==> src/rtl/i2c_slave_regbus.sv <==
// i2c_slave_regbus: I2C/SCCB responder that turns 16-bit-address register transactions
// into single-cycle register-bus write/read strobes.
module i2c_slave_regbus #(
  parameter logic [6:0] SLAVE_ADDR = 7'h3c
) (
  input  logic        clk,
  input  logic        rst_n,
  input  logic        scl,
  input  logic        sda_in,
  output logic        sda_oe,
  output logic [15:0] reg_addr,
  output logic [7:0]  reg_wdata,
  output logic        reg_wr_en,
  output logic        reg_rd_en,
  input  logic [7:0]  reg_rdata,
  output logic        busy
);
  localparam logic [3:0] IDLE = 4'd0, DEV = 4'd1, ACK_DEV = 4'd2, AH = 4'd3, ACK_AH = 4'd4,
    AL = 4'd5, ACK_AL = 4'd6, WDATA = 4'd7, ACK_WD = 4'd8, RDATA = 4'd9, MACK = 4'd10;
  logic [2:0]  r_scl_q, r_sda_q;
  logic [3:0]  r_state;
  logic [2:0]  r_cnt;
  logic [6:0]  r_sh;
  logic [7:0]  r_ah, r_wdata;
  logic [15:0] r_addr;
  logic        r_rw, r_sda_oe, r_wr_en, r_rd_en, r_busy;
  logic        w_rise, w_fall, w_start, w_stop, w_sda, w_last, w_shift, w_ack;
  logic [7:0]  w_byte;
  logic [3:0]  w_ack_next;
  always_comb begin
    w_rise     = r_scl_q[1] & ~r_scl_q[2];
    w_fall     = ~r_scl_q[1] & r_scl_q[2];
    w_start    = r_scl_q[1] & r_scl_q[2] & ~r_sda_q[1] & r_sda_q[2];
    w_stop     = r_scl_q[1] & r_scl_q[2] & r_sda_q[1] & ~r_sda_q[2];
    w_sda      = r_sda_q[1];
    w_byte     = {r_sh, w_sda};
    w_last     = r_cnt == 3'd7;
    w_shift    = r_state == DEV || r_state == AH || r_state == AL || r_state == WDATA;
    w_ack      = r_state == ACK_DEV || r_state == ACK_AH || r_state == ACK_AL || r_state == ACK_WD;
    w_ack_next = r_state == ACK_DEV ? (r_rw ? RDATA : AH) : r_state == ACK_AH ? AL : WDATA;
  end
  // r_cnt is a 3-bit bit counter that wraps to 0 after the eighth bit; inside ACK and MACK
  // states it marks whether the ninth clock has been passed.
  always_ff @(posedge clk or negedge rst_n) begin
    if (!rst_n) begin
      r_scl_q  <= 3'b111;
      r_sda_q  <= 3'b111;
      r_state  <= IDLE;
      r_cnt    <= 3'd0;
      r_sh     <= 7'd0;
      r_ah     <= 8'd0;
      r_wdata  <= 8'd0;
      r_addr   <= 16'd0;
      r_rw     <= 1'b0;
      r_sda_oe <= 1'b0;
      r_wr_en  <= 1'b0;
      r_rd_en  <= 1'b0;
      r_busy   <= 1'b0;
    end else begin
      r_scl_q <= {r_scl_q[1:0], scl};
      r_sda_q <= {r_sda_q[1:0], sda_in};
      r_wr_en <= 1'b0;
      r_rd_en <= 1'b0;
      if (w_stop) begin
        r_state  <= IDLE;
        r_sda_oe <= 1'b0;
        r_busy   <= 1'b0;
      end else if (w_start) begin
        r_state  <= DEV;
        r_cnt    <= 3'd0;
        r_sda_oe <= 1'b0;
      end else if (r_state == RDATA && r_rd_en) begin
        r_sh     <= reg_rdata[6:0];
        r_sda_oe <= ~reg_rdata[7];
        r_cnt    <= 3'd0;
      end else if (w_rise && w_shift) begin
        r_sh  <= w_byte[6:0];
        r_cnt <= r_cnt + 3'd1;
        if (w_last)
          case (r_state)
            DEV: begin
              r_state <= w_byte[7:1] == SLAVE_ADDR ? ACK_DEV : IDLE;
              r_busy  <= w_byte[7:1] == SLAVE_ADDR;
              r_rw    <= w_byte[0];
            end
            AH: begin
              r_ah    <= w_byte;
              r_state <= ACK_AH;
            end
            AL: begin
              r_addr  <= {r_ah, w_byte};
              r_state <= ACK_AL;
            end
            default: begin
              r_wdata <= w_byte;
              r_wr_en <= 1'b1;
              r_state <= ACK_WD;
            end
          endcase
      end else if (w_rise && r_state == MACK) begin
        if (w_sda) r_state <= IDLE;
        else begin
          r_addr <= r_addr + 16'd1;
          r_cnt  <= 3'd1;
        end
      end else if (w_fall && w_ack) begin
        if (r_cnt == 3'd0) begin
          r_sda_oe <= 1'b1;
          r_cnt    <= 3'd1;
        end else begin
          r_sda_oe <= 1'b0;
          r_cnt    <= 3'd0;
          r_state  <= w_ack_next;
          r_rd_en  <= r_state == ACK_DEV && r_rw;
          if (r_state == ACK_WD) r_addr <= r_addr + 16'd1;
        end
      end else if (w_fall && r_state == RDATA) begin
        r_cnt    <= r_cnt + 3'd1;
        r_sh     <= {r_sh[5:0], 1'b0};
        r_sda_oe <= ~w_last & ~r_sh[6];
        if (w_last) r_state <= MACK;
      end else if (w_fall && r_state == MACK && r_cnt == 3'd1) begin
        r_rd_en <= 1'b1;
        r_cnt   <= 3'd0;
        r_state <= RDATA;
      end
    end
  end
  assign sda_oe    = r_sda_oe;
  assign reg_addr  = r_addr;
  assign reg_wdata = r_wdata;
  assign reg_wr_en = r_wr_en;
  assign reg_rd_en = r_rd_en;
  assign busy      = r_busy;
endmodule

==> config.mk <==
export PLATFORM = sky130hd
export DESIGN_NAME = i2c_slave_regbus
export DESIGN_NICKNAME = d
export VERILOG_FILES = /design/src/rtl/i2c_slave_regbus.sv
export SDC_FILE = /design/constraint.sdc
export NUM_CORES = 1
export LEC_CHECK = 0
export ABC_AREA = 1
export BUFFER_PORTS_ARGS = -buffer_cell sky130_fd_sc_hd__buf_2
export CORE_MARGIN = 1
export CORE_UTILIZATION = 63
export DETAILED_ROUTE_END_ITERATION = 8
export GPL_TIMING_DRIVEN = 0
export HOLD_SLACK_MARGIN = 0.05
export MAX_ROUTING_LAYER = met4
export PLACE_DENSITY = 0.85
export SLEW_MARGIN = 20
export SYNTH_ARGS = -nofsm -noshare
export SYNTH_HDL_FRONTEND = slang
export SYNTH_SLANG_ARGS = --single-unit
==> constraint.sdc <==
create_clock -name clk -period 4.1 [get_ports clk]
set_input_delay 0.82 -clock clk [delete_from_list [all_inputs] [get_ports clk]]
set_output_delay 0.82 -clock clk [all_outputs]
set_load 0.03 [all_outputs]
Word level (Yosys, flattened, before mapping). Index checks and enable logic that the tools add are counted.

Bits in registers: 57. Input bits: 12. Logic and storage cells: 165.

$add $sub $neg: 2. Equal/unequal tests: 29. Muxes and demuxes: 68. Bitwise logic cells: 19. Reduce and logical (&&, ||, !) cells: 34.

Operators by type and width (count): $mux W16 (8); $mux W4 (14); $mux W7 (5); $mux W1 (30); $mux W3 (8); $reduce_and A6 Y1 (4); $add A16 B1 Y16 const B (1); $eq A4 B3 Y1 const B (4); $ne A3 B3 Y1 const B (5); $reduce_bool A7 Y1 (2); $eq A4 B4 Y1 const B (3); $ne A4 B4 Y1 const B (3); $ne A6 B6 Y1 const B (2); $pmux W4 S3 (1); $not A1 Y1 (11); $ne A5 B5 Y1 const B (2); $reduce_and A5 Y1 (2); $reduce_and A9 Y1 (1); $reduce_bool A3 Y1 (3); $and A1 B1 Y1 (8); $eq A4 B2 Y1 const B (2); $logic_and A1 B1 Y1 (8); $eq A7 B6 Y1 const B (1); $logic_or A1 B1 Y1 (6); other kinds (12) (18).

Logic depth before layout (Yosys ltp).
Depth in word-level cells: 12. Mapped depth: 12. Gate-level depth less buffers: 12.

Worst setup path after synthesis. OpenSTA, ideal clock, no wires.

Kind: register -> register. From: register r_addr[0], in the netlist reg_addr[0]. To: register r_addr[14], in the netlist reg_addr[14]. Library setup time: 0.123 ns. Arrival: 1.530 ns. Required time: 3.977 ns. Slack: 2.447 ns. Cell stages (with the launch flop): 8. Path buffers: 0. Path through: dfrtp_1 ha_1 nand3_1 nor2_1 nand3_1 xnor2_1 o21ai_0 nand2_1.

Word-level cells in the longest chain between the ends: 6.

Ends and longest elaborated chain: from (decl) (line 25) `logic [15:0] r_addr;`; from (signal assigned) (line 91) `r_addr <= {r_ah, w_byte};`; from (signal assigned) (line 103) `r_addr <= r_addr + 16'd1;`; from (signal assigned) (line 115) `if (r_state == ACK_WD) r_addr <= r_addr + 16'd1;`; $add A16 B1 Y16 (*) (line 103, 115); $mux W16 (line 115); $mux W16 (line 107) `if (r_cnt == 3'd0) begin`; $mux W16 (line 106) `end else if (w_fall && w_ack) begin`; $mux W16 (*) (line 100) `end else if (w_rise && r_state == MACK) begin`; $mux W16 (*) (line 76) `end else if (w_rise && w_shift) begin`.

Mark *: on every way between the ends. The rest lies on a longest branch, timed or not. The select of a mux whose other input is x is not followed. A chain may end at the register's enable or synchronous reset.

Final worst setup path.
From: register r_cnt[0]. To: register r_wdata[7], in the netlist reg_wdata[7].

Word-level cells in the longest chain between the ends: 2.

Ends and longest elaborated chain: from (decl) (line 22) `logic [2:0] r_cnt;`; from (signal assigned) (line 78) `r_cnt <= r_cnt + 3'd1;`; from (signal assigned) (line 118) `r_cnt <= r_cnt + 3'd1;`; $eq A3 B3 Y1 (line 37) `w_last = r_cnt == 3'd7;`; $reduce_and A6 Y1 (no line); to (signal assigned) (line 95) `r_wdata <= w_byte;`; to (decl) (line 24) `logic [7:0] r_ah, r_wdata;`.

Every way passes these cells.

==> summary.md <==
| Metric | Value |
|---|---|
| Avg Vias per Cell | 5.64 |
| Initial DRT Pass Iterations | 6 |
| Post-synthesis cell type count | between 40 and 50 |
| Worst skew pair latency | 0.33 ns |
| Hold Vio Cnt, Final | 0 |
| Worst-path clk slew | 0.06 ns |
| Worst Path Required | roughly 4.3 ns |
| Pwr dens | between 500 and 600 nW/um^2 |
| Critical path class | flop to flop |
| Startpoint types | flop |
| #FFs+latches synth | 57 |
| Fmax | 0.523 GHz |
| Die W | around 74 um |
| Cts bufs inserted | 9 |
| Nets | 480 |
| R2r endpoint | reg_wdata[7]$_DFFE_PN0P_ |
| Crit-path leading delay family | simple AND/OR/NAND/NOR gates |
| Mapped cell area | 3280 sq um |
| Routed vias | roughly 3000 |
| Crit. End Element | flop |
| Max Cap Viol | 0 |
| RSZ-0062 raised after global routing | false |
| Iter 0 DRT Violations | 273 |
| Cell mode on critical path | ha_1 |
| Proportion of synthesized chip area in sequential cells | ~44% |
| Pwr Total | roughly 2.2 mW |
| Port bufs | 39 |
| Xor-xnor portion of the synthesized cell area | ~1.1% |
| Worst vdd ir | approximately 0.42 mV |
| Clock Sink Count | 57 |
| Multi-input logic area | about 1600 sq um |
| Status | finished clean |
| Synth Area in Compound Gates | 13.5% |
| Rows | 25 |
| Flop2flop setup slack | roughly 2.2 ns |
| GP Congestion | about 0.92 |
| Num ports | 40 |
| Clock skew | approximately 0.009 ns |
| Die area | 5500 sq um |
| Top post-synthesis cells by count | 125 x nand2_1, 51 x dfrtp_1, 32 x nor2_1 |
| Post-CTS Resized | 0 |
| Hold EP | r_sda_q[1]$_DFF_PN1_ |
| Count leader, synth | nand2_1 |
| First-pass GRT wire length | roughly 13000 um |
| Ys Warns | 0 |
| CTS H-tree lvls | 3 |
| Cells after DPL | 519 |
| Largest area contributor in the netlist | dfrtp_1 |
| Data arrival, critical path | approximately 2.1 ns |
| CP Buf/Inv Count | 2 |
| Synth Area in Adders | 1.91% |
| Post-Layout Cell Count | 535 |
| Post-Route WL | 7900 um |
| Die Y | around 74 um |
| Share of cells above drive strength 1 | between 20% and 30% |
| Fin util | between 70% and 80% |
| Reg2Reg Depth | 8 |
| TritonCTS clock tree | done |
| Grt total ovfl | 0 |
| Tcrit/Tclk final | between 40 and 50% |
| Area share of the largest cell type after synthesis | 38.9% |
| Initial antenna violation count | 0 |
| Leading post-synthesis cells by cell area | dfrtp_1 39%, nand2_1 14%, dfstp_2 4.8% |
| Cells on Worst Hold Path | 0 |
| Post-synthesis mux area share | 0.305% |
| Critical path's largest stage delay | 0.42 ns |
| Fillers | 342 |
| Cell count after synthesis | 413 |
| Ys async rst share | 100% |
| Avg WL per Cell | 14.8 um |
| HPWL after detailed placement | approximately 5600 um |
| CTS root buf | clkbuf_8 |
| CTS Hold Bufs | 0 |
| Total GRT Usage | 32.7% |
| EDFF count, synth | 0 |
| Setup repair bufs after CTS | 0 |
| Post-route minimum period | between 1.5 and 2 ns |
| Ant diodes | 0 |
| Worst-margin pin slew | approximately 0.70 ns |
| Commonest register cell after synthesis | dfrtp_1 |
| Core Box Area | approximately 4800 sq um |
| Final ANT Viol Nets | 0 |
| Start point of the worst hold path | r_sda_q[0]$_DFF_PN1_ |
| Final setup fails | 0 |
| Largest family of logic cells by synthesized area | simple AND/OR/NAND/NOR gates |
| Slew Limit Fails | 0 |
| Largest net degree at the start of global routing | a little under 60 |
| Syn_nets | 430 |
| FF+latch area | around 1400 sq um |
| Post-synthesis simple-gate area fraction | a little under a third |
| Layout area overhead | 14.4% |
| Leak | about 1.9 nW |
| Remaining DRCs | 0 |
| Clock buffer depth | 2 |
| Worst min path class | flop to flop |
| FF-to-FF Start | r_cnt[0]$_DFFE_PN0P_ |
| Initial Util | between 60 and 70% |
| Crit-path cells | ha_1 -> ha_1 -> inv_1 -> nor3_2 -> nand3_2 -> buf_6 -> nand2_1 -> o21ai_2 |
| Final TNS setup | 0 ns |
| Slew HR | between 50% and 60% |
| Vias in the first global route | 2708 |
| Crit Path Max Fanout | 10 |
| Post-Syn Area per Cell | slightly below 8 sq um |
| CP max-delay cell | dfrtp_1 |
power breakdown:
part / internal [mW] / switching (mW) / total [mW]
registers: 0.692 / 0.130 / 0.822
clock network: 0.268 / 0.231 / 0.499
logic: 0.290 / 0.636 / 0.926
logic make-up after synthesis:
logic type | count (synthesis)
xor gates and xnor gates | 4
buffers and inverters | 54
AOI/OAI and AO/OA | 69
adders and majority gates | 5
DFF | 57
and+or+nand+nor | 223
muxes | 1
cells in the final DEF (no fill, tap or decap), types with 3 or more instances in the layout:
cell type	Yosys	layout
nand2_1	125	125
nand3_1	31	31
o21ai_0	16	16
ha_1	5	5
dfstp_2	6	6
nor2_1	32	32
o21ai_2	17	17
o21ai_1	18	18
buf_2	2	40
nor3_1	4	4
nand2_2	5	5
nor2_2	5	5
clkbuf_8	0	12
clkbuf_1	3	3
a21oi_1	3	3
inv_1	31	31
inv_2	11	11
xnor2_1	3	3
nand4_1	4	4
o211ai_1	8	8
dfrtp_1	51	51
metal layers:
metal  vias to the layer above  track usage (%)  routed length (um)
met5                         -                -                   0
met4                         0             13.5                 134
met3                        17             4.47                 532
met2                       144             48.6                3680
met1                      1411             45.1                3560
li1                       1443                -                   -
flip-flops by register name, indices dropped and copies added (netlist names):
signal     flops
reg_addr      16
r_ah           8
reg_wdata      8
r_sh           7
r_state        4
r_cnt          3
r_scl_q        3
r_sda_q        3
busy           1
r_rw           1
reg_rd_en      1
reg_wr_en      1
sda_oe         1
final cells by class:
class / instances / share of cell area [%]
Clock inverter: 4 / 0.700
Sequential cell: 57 / 38.2
Clock buffer: 12 / 4.40
Timing Repair Buffer: 39 / 5.27
Tap cell: 67 / 2.23
Buffer: 10 / 2.17
Inverter: 44 / 4.54
Multi-Input combinational cell: 302 / 42.5
worst max-delay path by stage:
stage,depth (start not counted),to,start
2_1_floorplan,7,reg_addr[14]$_DFFE_PN0P_,reg_addr[0]$_DFFE_PN0P_
3_5_place_dp,8,reg_wdata[7]$_DFFE_PN0P_,r_cnt[0]$_DFFE_PN0P_
6_report,8,reg_wdata[7]$_DFFE_PN0P_,r_cnt[0]$_DFFE_PN0P_
5_1_grt,8,reg_wdata[7]$_DFFE_PN0P_,r_cnt[0]$_DFFE_PN0P_
4_1_cts,9,reg_wdata[7]$_DFFE_PN0P_,r_scl_q[1]$_DFF_PN1_
3_3_place_gp,1,reg_wdata[5]$_DFFE_PN0P_,rst_n
metrics by stage:
step | instance area (sq um) | hold slack (ns) | setup slack (ns)
after floorplan | 3280 | 0.345 | 2.45
after global placement | 3560 | 0.348 | 2.17
after detailed placement | 3560 | 0.349 | 2.21
after CTS | 3750 | 0.359 | 2.20
after global routing | 3750 | 0.360 | 2.06
final | 3750 | 0.357 | 2.19
No activity file was read; power rests on OpenSTA's default activity.
